<file path="src/rtl/hsem_ahb_arb.sv">
// hsem_ahb_arb: two-master AHB-Lite arbiter in front of the HSEM slave port (round-robin on ties, reports owner on s_hmaster).
// Latency: an uncontended address phase reaches the slave combinationally; a losing master sees one extra wait state per contended transfer.
// Backpressure: slave wait states stall only the data-phase owner; the other master's request is parked and held with HREADYOUT low until granted.
// Build option: define HSEM_ARB_LOCK_EN to make hmastlock lock the bus to its owner during arbitration.
module hsem_ahb_arb #(
    parameter int ADDR_WIDTH = 32,
    parameter int DATA_WIDTH = 32
) (
    input  logic                  hclk,
    input  logic                  hresetn,
    // master 0
    input  logic                  m0_hsel,
    input  logic                  m0_hwrite,
    input  logic                  m0_hmastlock,
    input  logic [1:0]            m0_htrans,
    input  logic [2:0]            m0_hsize,
    input  logic [2:0]            m0_hburst,
    input  logic [3:0]            m0_hprot,
    input  logic [ADDR_WIDTH-1:0] m0_haddr,
    input  logic [DATA_WIDTH-1:0] m0_hwdata,
    output logic                  m0_hreadyout,
    output logic [1:0]            m0_hresp,
    output logic [DATA_WIDTH-1:0] m0_hrdata,
    // master 1
    input  logic                  m1_hsel,
    input  logic                  m1_hwrite,
    input  logic                  m1_hmastlock,
    input  logic [1:0]            m1_htrans,
    input  logic [2:0]            m1_hsize,
    input  logic [2:0]            m1_hburst,
    input  logic [3:0]            m1_hprot,
    input  logic [ADDR_WIDTH-1:0] m1_haddr,
    input  logic [DATA_WIDTH-1:0] m1_hwdata,
    output logic                  m1_hreadyout,
    output logic [1:0]            m1_hresp,
    output logic [DATA_WIDTH-1:0] m1_hrdata,
    // merged slave side
    output logic                  s_hsel,
    output logic                  s_hwrite,
    output logic                  s_hmastlock,
    output logic [1:0]            s_htrans,
    output logic [2:0]            s_hsize,
    output logic [2:0]            s_hburst,
    output logic [3:0]            s_hprot,
    output logic [ADDR_WIDTH-1:0] s_haddr,
    output logic [DATA_WIDTH-1:0] s_hwdata,
    output logic                  s_hready,
    output logic                  s_hmaster,
    input  logic                  s_hreadyout,
    input  logic [1:0]            s_hresp,
    input  logic [DATA_WIDTH-1:0] s_hrdata
);

    // Address-phase attributes that travel together through the hold registers.
    typedef struct packed {
        logic [ADDR_WIDTH-1:0] haddr;
        logic [1:0]            htrans;
        logic                  hwrite;
        logic [2:0]            hsize;
        logic [2:0]            hburst;
        logic [3:0]            hprot;
        logic                  hmastlock;
    } hdr_t;

    hdr_t                  m_ap [2];     // live address phase from each master
    hdr_t                  hold [2];     // parked address phase of a waiting master
    hdr_t                  src  [2];     // request source per master (hold or live)
    hdr_t                  win_ap;       // address phase of the current winner
    hdr_t                  last_ap;      // last address phase driven to the slave
    hdr_t                  s_ap;

    logic [1:0]            m_hsel;
    logic [1:0]            pend;
    logic [1:0]            live;
    logic [1:0]            req;
    logic [1:0]            elig;
    logic [1:0]            rdy_v;
    logic [1:0]            resp_v [2];
    logic [DATA_WIDTH-1:0] rdata_v [2];

    logic                  dp_vld;
    logic                  dp_owner;
    logic                  last_grant;
    logic                  hmaster_q;
    logic                  slv_rdy;
    logic                  gnt_vld;
    logic                  winner;

    assign m_ap[0] = {m0_haddr, m0_htrans, m0_hwrite, m0_hsize, m0_hburst, m0_hprot, m0_hmastlock};
    assign m_ap[1] = {m1_haddr, m1_htrans, m1_hwrite, m1_hsize, m1_hburst, m1_hprot, m1_hmastlock};
    assign m_hsel  = {m1_hsel, m0_hsel};

    // The slave can take a new address phase once the current data phase (if any) completes.
    assign slv_rdy = !dp_vld || s_hreadyout;

    // Return path: the data-phase owner sees the slave, a parked master is stalled, anyone else idles ready.
    always_comb begin
        for (int i = 0; i < 2; i++) begin
            if (dp_vld && (dp_owner == 1'(i))) begin
                rdy_v[i]   = s_hreadyout;
                resp_v[i]  = s_hresp;
                rdata_v[i] = s_hrdata;
            end else if (pend[i]) begin
                rdy_v[i]   = 1'b0;
                resp_v[i]  = 2'b00;
                rdata_v[i] = '0;
            end else begin
                rdy_v[i]   = 1'b1;
                resp_v[i]  = 2'b00;
                rdata_v[i] = '0;
            end
        end
    end

    assign m0_hreadyout = rdy_v[0];
    assign m0_hresp     = resp_v[0];
    assign m0_hrdata    = rdata_v[0];
    assign m1_hreadyout = rdy_v[1];
    assign m1_hresp     = resp_v[1];
    assign m1_hrdata    = rdata_v[1];

    // A new address phase counts only when the master's own HREADY accepts it; parked requests take priority as source.
    always_comb begin
        for (int i = 0; i < 2; i++) begin
            live[i] = m_hsel[i] && m_ap[i].htrans[1] && rdy_v[i];
            req[i]  = pend[i] || live[i];
            src[i]  = pend[i] ? hold[i] : m_ap[i];
        end
    end

`ifdef HSEM_ARB_LOCK_EN
    logic lock_vld;
    logic lock_owner;

    // While a locked sequence is open only its owner is eligible; the other request stays parked.
    always_comb begin
        elig = req;
        if (lock_vld) begin
            elig = lock_owner ? (req & 2'b10) : (req & 2'b01);
        end
    end

    // Lock follows each grant's hmastlock; an arbitration slot with no owner request releases it.
    always_ff @(posedge hclk or negedge hresetn) begin
        if (!hresetn) begin
            lock_vld   <= 1'b0;
            lock_owner <= 1'b0;
        end else if (slv_rdy) begin
            if (gnt_vld) begin
                lock_vld   <= win_ap.hmastlock;
                lock_owner <= winner;
            end else begin
                lock_vld   <= 1'b0;
            end
        end
    end
`else
    // hmastlock is only forwarded to the slave; it never restricts arbitration.
    assign elig = req;
`endif

    // Round-robin: a sole requester wins, a tie goes to the master not granted last.
    always_comb begin
        gnt_vld = slv_rdy && (elig != 2'b00);
        winner  = (elig == 2'b11) ? ~last_grant : elig[1];
        win_ap  = winner ? src[1] : src[0];
    end

    // Slave address phase: winner's attributes, otherwise keep the last ones with an IDLE transfer.
    assign s_ap        = gnt_vld ? win_ap : last_ap;
    assign s_hsel      = gnt_vld;
    assign s_htrans    = gnt_vld ? s_ap.htrans : 2'b00;
    assign s_haddr     = s_ap.haddr;
    assign s_hwrite    = s_ap.hwrite;
    assign s_hsize     = s_ap.hsize;
    assign s_hburst    = s_ap.hburst;
    assign s_hprot     = s_ap.hprot;
    assign s_hmastlock = s_ap.hmastlock;
    assign s_hmaster   = gnt_vld ? winner : hmaster_q;
    assign s_hready    = s_hreadyout;

    // Write data belongs to the data-phase owner; AHB keeps it stable while that phase is stalled.
    assign s_hwdata = dp_owner ? m1_hwdata : m0_hwdata;

    // Park losing/stalled requests, retire them on grant, and track the data-phase owner.
    always_ff @(posedge hclk or negedge hresetn) begin
        if (!hresetn) begin
            pend       <= 2'b00;
            hold[0]    <= '0;
            hold[1]    <= '0;
            dp_vld     <= 1'b0;
            dp_owner   <= 1'b0;
            last_grant <= 1'b1;
            hmaster_q  <= 1'b0;
            last_ap    <= '0;
        end else begin
            for (int i = 0; i < 2; i++) begin
                if (live[i] && !(gnt_vld && (winner == 1'(i)))) begin
                    hold[i] <= m_ap[i];
                    pend[i] <= 1'b1;
                end else if (gnt_vld && (winner == 1'(i))) begin
                    pend[i] <= 1'b0;
                end
            end
            if (gnt_vld) begin
                dp_vld     <= 1'b1;
                dp_owner   <= winner;
                last_grant <= winner;
                hmaster_q  <= winner;
                last_ap    <= win_ap;
            end else if (slv_rdy) begin
                dp_vld     <= 1'b0;
            end
        end
    end

endmodule

</file>
<file path="config.mk">
export PLATFORM = sky130hd
export DESIGN_NAME = hsem_ahb_arb
export DESIGN_NICKNAME = d
export VERILOG_FILES = /design/src/rtl/hsem_ahb_arb.sv
export SDC_FILE = /design/constraint.sdc
export NUM_CORES = 1
export LEC_CHECK = 0
export CORE_MARGIN = 5
export CORE_UTILIZATION = 39
export CTS_CLUSTER_DIAMETER = 30
export CTS_CLUSTER_SIZE = 30
export DETAILED_ROUTE_END_ITERATION = 10
export PLACE_DENSITY_LB_ADDON = 0.25
export REMOVE_ABC_BUFFERS = 1
export SLEW_MARGIN = 20
export SYNTH_ARGS = -nofsm -noshare
export SYNTH_HDL_FRONTEND = slang
export SYNTH_SLANG_ARGS = --single-unit
export TNS_END_PERCENT = 10
</file>
<file path="constraint.sdc">
create_clock -name hclk -period 2.7 [get_ports hclk]
set_input_delay 0.54 -clock hclk [delete_from_list [all_inputs] [get_ports hclk]]
set_output_delay 0.54 -clock hclk [all_outputs]
set_load 0.03 [all_outputs]
</file>
* After elaboration in Yosys (flattened, before gate mapping)
Cells that the tools add are included.
** Storage, ports and cells
- Register bits :: 144
- Bits in latches :: 0
- RAM bits :: 0
- Bits in read-only memories :: 0
- Word-level logic and storage cells :: 74
- Memories kept :: 0
** Cells by class
- Add/sub/neg operators :: 0
- Multipliers :: 0
- Div/mod/pow operators :: 0
- Order comparisons :: 0
- Equal/unequal tests :: 1
- Shift operators :: 0
- Muxes and demuxes :: 22
- Bitwise logic cells :: 3
- Reductions and logical operators :: 21
** Operator list (number)
- $mux W46 :: 4
- $mux W32 :: 3
- $mux W1 :: 12
- $logic_and A1 B1 Y1 :: 11
- $reduce_bool A2 Y1 :: 4
- $mux W2 :: 3
- $logic_not A1 Y1 :: 3
- $logic_or A1 B1 Y1 :: 3
- $not A1 Y1 :: 3
- $eq A2 B2 Y1 const B :: 1

* Logic depth before layout (Yosys ltp)
Gate-level depths: netlist of run 1.
- Depth after elaboration :: 12
- Gate-level depth with buffers :: 8
- Mapped depth without buffers :: 4

* Worst setup path before layout of run 1
No wires, ideal clock.
- Path type :: input to output
- Start point :: in s_hreadyout
- End point :: out s_hmaster
- Data arrival time :: 2.213 ns
- Required time :: 2.160 ns
- Slack :: -0.053 ns
- Cell stages on the path :: 6
- Cell sequence :: clkbuf_1 -> o311a_1 -> buf_2 -> buf_1 -> nor2_1 -> a21oi_1
** Between the ends
- Word-level cells in the longest chain between the ends :: 6
** Ends and longest elaborated chain
- start, declared :: line 49 : input logic s_hreadyout,
- $mux W1 :: line 99 : if (dp_vld && (dp_owner == 1'(i))) begin
- $logic_and A1 B1 Y1 :: line 125 : live[i] = m_hsel[i] && m_ap[i].htrans[1] && rdy_v[i];
- $logic_or A1 B1 Y1 :: line 126 : req[i] = pend[i] || live[i];
- $eq A2 B2 Y1 / $reduce_bool A2 Y1 (equally long branches) :: line 165, 164
- $mux W1 / $logic_and A1 B1 Y1 (equally long branches) :: line 165, 164
- $mux W1 (*)
- end, declared :: line 48 : output logic s_hmaster,
Mark *: on every way between the ends. The rest lies on a longest branch, timed or not.

* Worst setup path after layout of run 1
- Start point :: reg pend[0]
- End point :: out s_haddr[9]
** Between the ends
- Word-level cells in the longest chain between the ends :: 8
** Ends and longest elaborated chain
- start, declared :: line 73 : logic [1:0] pend;
- start signal, assigned :: line 188 : pend <= 2'b00;
- start signal, assigned by index :: line 200 : pend[i] <= 1'b1;
- start signal, assigned by index :: line 202 : pend[i] <= 1'b0;
- $mux W1 :: line 103 : end else if (pend[i]) begin
- $mux W1 :: line 99
- $logic_and A1 B1 Y1 :: line 125
- $logic_or A1 B1 Y1 :: line 126
- $eq A2 B2 Y1 :: line 165 : winner = (elig == 2'b11) ? ~last_grant : elig[1];
- $mux W1 :: line 165
- $mux W46 :: line 166 : win_ap = winner ? src[1] : src[0];
- $mux W46 (*)
- end, declared :: line 45 : output logic [ADDR_WIDTH-1:0] s_haddr,
Marked as above.

==> run_results.csv, run 1 <==
group,metric,value,unit
timing,fin_crit,2747,ps
worst_hold_path,hold_class,"primary input to asynchronous set/reset pin",
clock_tree,numCtsBuffers,17,
global_routing,antenna_found_initial,10,
worst_setup_path,cpPeakStageDelay,440,ps
timing,hold_viol,0,
route,dr.pass1.iters,4,
worst_setup_path,path_class,"flip-flop to output port",
timing,final.period_utilization,101.7,%
final_layout,area_growth,53.56,%
route,vias,6568,
clock_tree,path_clk_slew,60,ps
timing,rsz0062_at_grt,"true",
route,drt-initial-drc-count,400,
clock_tree,cts_root_buf,"clkbuf_16",
place,dpl_cell_area,11420,um^2
timing,fmaxAchievable,364.1,MHz
power,max-vdd-ir-drop,0.7396,mV
synthesis,yosysUniqueCellTypes,28,
floorplan,coreArea,20230,um^2
route,wirelength,28270,um
route,vias_per_cell,5.229,
power,swShare,42.21,%
clock_tree,worstSkewPairLatency,420,ps
timing,slew-limit-headroom,55.08,%
clock_tree,cts_hold_buf,0,
power,p_leak,5.856,nW
clock_tree,cts_tree,"built",
power,p_per_area,1261,nW/um^2
synthesis,synth_ff_type,"dfrtp_1",
final_layout,drive_gt1_share,36.87,%
worst_setup_path,crit_path_end_kind,"output port",
floorplan,dieArea,23540,um^2
synthesis,ys_top_cells_by_area,"dfrtp_1, mux2_2, mux2_4",
floorplan,die_x,153.4,um
synthesis,synth-seq-cells,142,
timing,skew,8.605,ps
status,status,"finished with violations",
synthesis,synth_top_area_cell,"dfrtp_1",
synthesis,synth_common_cells,"dfrtp_1, mux2_2, and3_1",
timing,drv_slew,0,
clock_tree,h-tree-depth,4,
floorplan,die_h,153.4,um
final_layout,final_util,60.88,%
place,hpwl,21410,um
worst_setup_path,crit_required,2160,ps
synthesis,ys_warn_count,0,
floorplan,start_util,39.65,%
status,violations,"setup timing",
synthesis,syn_inst,649,
final_layout,nets,1161,
power,pwr-share-comb,62.0,%
global_routing,grt_use_total,22.83,%
synthesis,ys_async_sr_fraction,100.0,%
power,pwr-share-clk,14.2,%
global_routing,grt_pass1_wl,41570,um
worst_setup_path,crit_slowest_cell,"dfrtp_2",
global_routing,overflow,0,
place,gp_congestion,0.9046,
final_layout,design_area,12320,um^2
synthesis,synth_top_area_share,43.98,%
timing,tightest_slew,673.8,ps
worst_setup_path,start_kind,"flip-flop",
route,drc,0,
route,wire_per_inst,22.51,um
power,p_sw,6.556,mW
power,p_int,8.977,mW
global_routing,grt_max_degree,69,
synthesis,synth.most_common_cell,"dfrtp_1",
synthesis,avgSynthCellArea,12.36,um^2
floorplan,num_io_pins,346,
floorplan,placementRows,52,
global_routing,grt_pass1_vias,6749,
timing,fin_setup_tns,-378.3,ps
clock_tree,cts_buffer_depth,2,
place,port_buffers,345,
route,ant_nets,0,
clock_tree,clock_sinks,142,
worst_setup_path,crit_chain,"a21o_1 > buf_6 > o311a_4 > nor2_4 > buf_12 > buf_12 > a221o_1 > buf_6",
synthesis,synth_edf_count,0,
worst_setup_path,cp.arrival,2210,ps
timing,layout_setup_ws,-46.55,ps
synthesis,synth-seq-area-share,44.31,%
timing,finalSetupViolCount,26,
synthesis,syn_area,8023,um^2
worst_setup_path,cp_max_fo,15,
flow_run,maxCapViolCount,0,
power,p_seq_share,23.8,%
-- critical path, delay by kind of cell, from the launching register on --
| family | cells | cell delay, ps |
|---|---|---|
| AOI/OAI and AO/OA | 3 | 730 |
| DFF | 1 | 440 |
| buffers and inverters | 4 | 570 |
| and+or+nand+nor | 1 | 50 |
-- metal layers --
metal  routed length [um]  global-route usage, %
met3                 1941                  7.068
met5                   42                      0
met4                  733                  7.233
met2                13680                  37.81
met1                11870                  28.61
-- cell type report --
cell class | instances | area (um^2)
sequential | 142 | 3560
tap | 270 | 337.8
timing repair buffer | 396 | 3905
antenna | 7 | 17.52
inverter | 6 | 22.52
clock buffer | 18 | 439.2
clock inverter | 14 | 117.6
multi-input combinational | 403 | 3920
fill | 1686 | 7915
-- stage by stage --
stage	hold slack (ps)	worst slack (ps)	total power, mW	cells
after floorplan	244.4	-1599	9.454	551
after global placement	448.5	-316.6	12.88	1205
after detailed placement	453.9	-310.7	12.96	1205
after CTS	153.3	-84.45	15.48	1243
after global routing	173.8	-118.7	16.34	1255
final	124.4	-46.55	15.53	1256
-- flip-flops by register name, summed over array words and instances (netlist names) --
name        cells
last_ap        44
hold           92
hmaster_q       1
dp_owner        1
dp_vld          1
last_grant      1
pend            2
-- timing repair --
action,in CTS,in global routing
endpoints found under the setup margin,48,67
gates resized for setup,17,44
pin swaps,4,5
gates cloned,2,1
setup buffers,4,5
-- final timing paths --
kind	slack [ps]	end	cells after the start	start
max in group asynchronous	1870	dp_vld$_DFFE_PN0P_	2	hresetn
min in group hclk	470	hold[13]$_DFFE_PN0P_	1	hold[13]$_DFFE_PN0P_
worst max register to register	460	hold[27]$_DFFE_PN0P_	7	dp_owner$_DFFE_PN0P_
worst min register to register	470	hold[13]$_DFFE_PN0P_	1	hold[13]$_DFFE_PN0P_
worst max-delay path	-50	s_haddr[9]	8	pend[0]$_DFFE_PN0P_
worst min-delay path	120	last_ap[28]$_DFF_PN0_	1	hresetn
-- cell families after synthesis --
kind of cell    synth area share, %
simple gates                  8.952
compound gates                7.548
buf+inv                       7.829
flops                         44.31
mux                           31.36
-- placed cells by master, fill, tap and decap left out, types with 2 or more instances in the layout --
cell	count
a21o_1	4
a21oi_1	3
a221o_1	44
and3_1	68
buf_12	16
buf_16	2
buf_4	135
buf_6	10
clkbuf_16	18
clkdlybuf4s50_1	199
clkinv_2	6
clkinvlp_4	3
dfrtp_1	137
dfrtp_2	4
diode_2	7
dlygate4sd2_1	5
dlymetal6s2s_1	27
inv_1	6
inv_6	3
mux2_1	23
mux2_2	104
mux2_4	39
mux2i_1	50
nand2b_1	2
nor2_1	7
nor3_1	39
nor3_2	5
o2111ai_4	2
o21ai_4	2
o311a_4	2
o31ai_1	2
-- power groups by stage --
| stage | Combinational [mW] | Clock (mW) | Sequential (mW) |
|---|---|---|---|
| 3_5_place_dp | 9.26 | 0 | 3.70 |
| 5_1_grt | 10.2 | 2.37 | 3.82 |
| 3_3_place_gp | 9.20 | 0 | 3.69 |
| 2_1_floorplan | 5.56 | 0 | 3.89 |
| 6_report | 9.63 | 2.20 | 3.70 |
| 4_1_cts | 9.53 | 2.26 | 3.69 |
Note: power is estimated with default switching activity, not from simulation.
==> run 2, diff against run 1 <==
--- a/config.mk
+++ b/config.mk
@@ -5,11 +5,13 @@
 export SDC_FILE = /design/constraint.sdc
 export NUM_CORES = 1
 export LEC_CHECK = 0
+export ABC_CLOCK_PERIOD_IN_PS = 2700
 export CORE_MARGIN = 5
 export CORE_UTILIZATION = 39
 export CTS_CLUSTER_DIAMETER = 30
 export CTS_CLUSTER_SIZE = 30
 export DETAILED_ROUTE_END_ITERATION = 10
+export GPL_ROUTABILITY_DRIVEN = 0
 export PLACE_DENSITY_LB_ADDON = 0.25
 export REMOVE_ABC_BUFFERS = 1
 export SLEW_MARGIN = 20
==> run 2 against run 1 <==
The flow still finishes with violations (setup timing). Sequential power about the same. Clock power rose by 19%. Via count rose by 2.8%. Register-to-register slack lost 80 ps. Critical path depth stayed put. Setup slack gained 1.8 ps. Total power is 7.6% higher. Clock skew is 1.7 ps lower. Non-clock buffer count up 14. Cell area rose by 4.0%. First-iteration DRC count shrank 8.0%. Largest power group unchanged. Highest routed layer unchanged.
==> run_results.csv, run 2 (same netlist as run 1, synthesis figures left out) <==
group,metric,value,unit
route,wirelength,29790,um
power,power,16.71,mW
final_layout,top_regs,"hold (92), last_ap (44), pend (2)",
floorplan,coreArea,20230,um^2
global_routing,antenna_found_initial,3,
timing,layout_setup_ws,-44.72,ps
power,p_leak,5.988,nW
clock_tree,worstSkewPairLatency,430,ps
clock_tree,numCtsBuffers,17,
worst_setup_path,crit_required,2160,ps
final_layout,largest-register,"hold",
worst_setup_path,cp.arrival,2200,ps
final_layout,drive_gt1_share,39.07,%
floorplan,num_io_pins,346,
place,place_inst,1209,
timing,finalSetupViolCount,36,
final_layout,nets,1175,
power,swShare,41.26,%
final_layout,area_growth,59.70,%
timing,fin_setup_tns,-691.2,ps
power,p_sw,6.896,mW
worst_hold_path,hold_class,"primary input to asynchronous set/reset pin",
global_routing,grt_use_total,24.25,%
final_layout,largest_reg_flops,92,
worst_setup_path,reg2reg_from,"pend[0]$_DFFE_PN0P_",
power,p_int,9.816,mW
place,hpwl,21670,um
route,drt-initial-drc-count,368,
timing,final.period_utilization,101.7,%
place,port_buffers,345,
clock_tree,cts_tree,"built",
worst_setup_path,start_kind,"flip-flop",
place,dpl_cell_area,11460,um^2
worst_setup_path,path_class,"flip-flop to output port",
clock_tree,clock_sinks,142,
route,dr.pass1.iters,5,
timing,rsz0062_at_grt,"true",
place,place_ws,-313.2,ps
power,p_seq_share,22.2,%
worst_setup_path,crit_path_end_kind,"output port",
timing,fin_crit,2745,ps
power,p_per_area,1304,nW/um^2
global_routing,grt_max_degree,69,
final_layout,mostFrequentLayoutCells,"clkdlybuf4s50_1, dfrtp_1, mux2_2, buf_4, and3_1",
clock_tree,path_clk_slew,60,ps
final_layout,post_layout_nonfiller_instances,1264,
timing,tightest_slew,577.0,ps
timing,slew-limit-headroom,61.53,%
floorplan,die_h,153.4,um
global_routing,grt_pass1_vias,7016,
global_routing,overflow,0,
timing,drv_slew,0,
floorplan,die_x,153.4,um
flow_run,maxCapViolCount,0,
timing,fmaxAchievable,364.3,MHz
power,pwr-share-comb,62.1,%
global_routing,grt_pass1_wl,44120,um
clock_tree,h-tree-depth,4,
status,violations,"setup timing",
route,vias_per_cell,5.343,
route,ant_nets,0,
timing,hold_viol,0,
route,wire_per_inst,23.57,um
worst_setup_path,cp-startpoint,"pend[0]$_DFFE_PN0P_",
timing,skew,6.867,ps
floorplan,start_util,39.65,%
clock_tree,cts_buffer_depth,2,
floorplan,dieArea,23540,um^2
final_layout,final_common_cell,"clkdlybuf4s50_1",
power,max-vdd-ir-drop,0.8961,mV
final_layout,design_area,12810,um^2
status,status,"finished with violations",
worst_setup_path,cp_max_fo,8,
clock_tree,cts_hold_buf,0,
power,pwr-share-clk,15.7,%
floorplan,placementRows,52,
clock_tree,cts_root_buf,"clkbuf_16",
route,vias,6753,
route,drc,0,
-- run 2: power groups by stage --
stage	logic, mW	registers, mW	clock network (mW)
finish	10.4	3.72	2.62
global route	10.9	3.83	2.76
CTS	10.2	3.69	2.66
detailed placement	9.34	3.71	0
global placement	9.26	3.68	0
floorplan	5.56	3.89	0
-- run 2: area by class of cell --
cell class / instances / area, um^2
inverter: 6 / 22.52
clock buffer: 18 / 439.2
multi-input combinational: 403 / 4015
clock inverter: 14 / 215.2
timing repair buffer: 410 / 4220
sequential: 142 / 3560
fill: 1563 / 7422
antenna: 1 / 2.502
tap: 270 / 337.8
-- run 2: what timing repair did --
item,in CTS,in global routing
resized for setup,85,41
setup buffers,12,6
pin swaps,17,12
endpoints found under the setup margin,49,73
gates cloned,3,1
-- run 2: worst max-delay path: stages (launching register included) --
cell and delay, ps:
dfrtp_2 400, a21o_1 170, buf_6 130, o311a_4 200, nor2_4 50, buf_12 140, buf_12 140, a221o_1 390
buf_6 170
-- run 2: metrics by stage --
stage,hold WS [ps],utilization [%]
floorplan,244.4,-
global placement,451.4,56.64
detailed placement,456.8,56.64
CTS,97.40,62.16
global route,120.8,63.32
finish,86.72,63.32
-- run 2: final timing paths --
check                                   endpoint  slack [ps]  cells past startpoint
setup / recovery                      s_haddr[1]         -40                      8
hold / removal             last_ap[26]$_DFF_PN0_          90                      1
setup reg to reg            hold[50]$_DFFE_PN0P_         380                     10
hold reg to reg             hold[59]$_DFFE_PN0P_         470                      1
max in group asynchronous     dp_vld$_DFFE_PN0P_        1910                      2
min in group hclk           hold[59]$_DFFE_PN0P_         470                      1
-- run 2: metal layers --
layer | GRT usage, % | wire length (um) | vias to the layer above
li1 | - | - | 3044
met1 | 31.08 | 12610 | 3382
met2 | 41.02 | 14500 | 272
met3 | 6.446 | 1944 | 51
met4 | 5.971 | 692 | 4
met5 | 0 | 40 | -
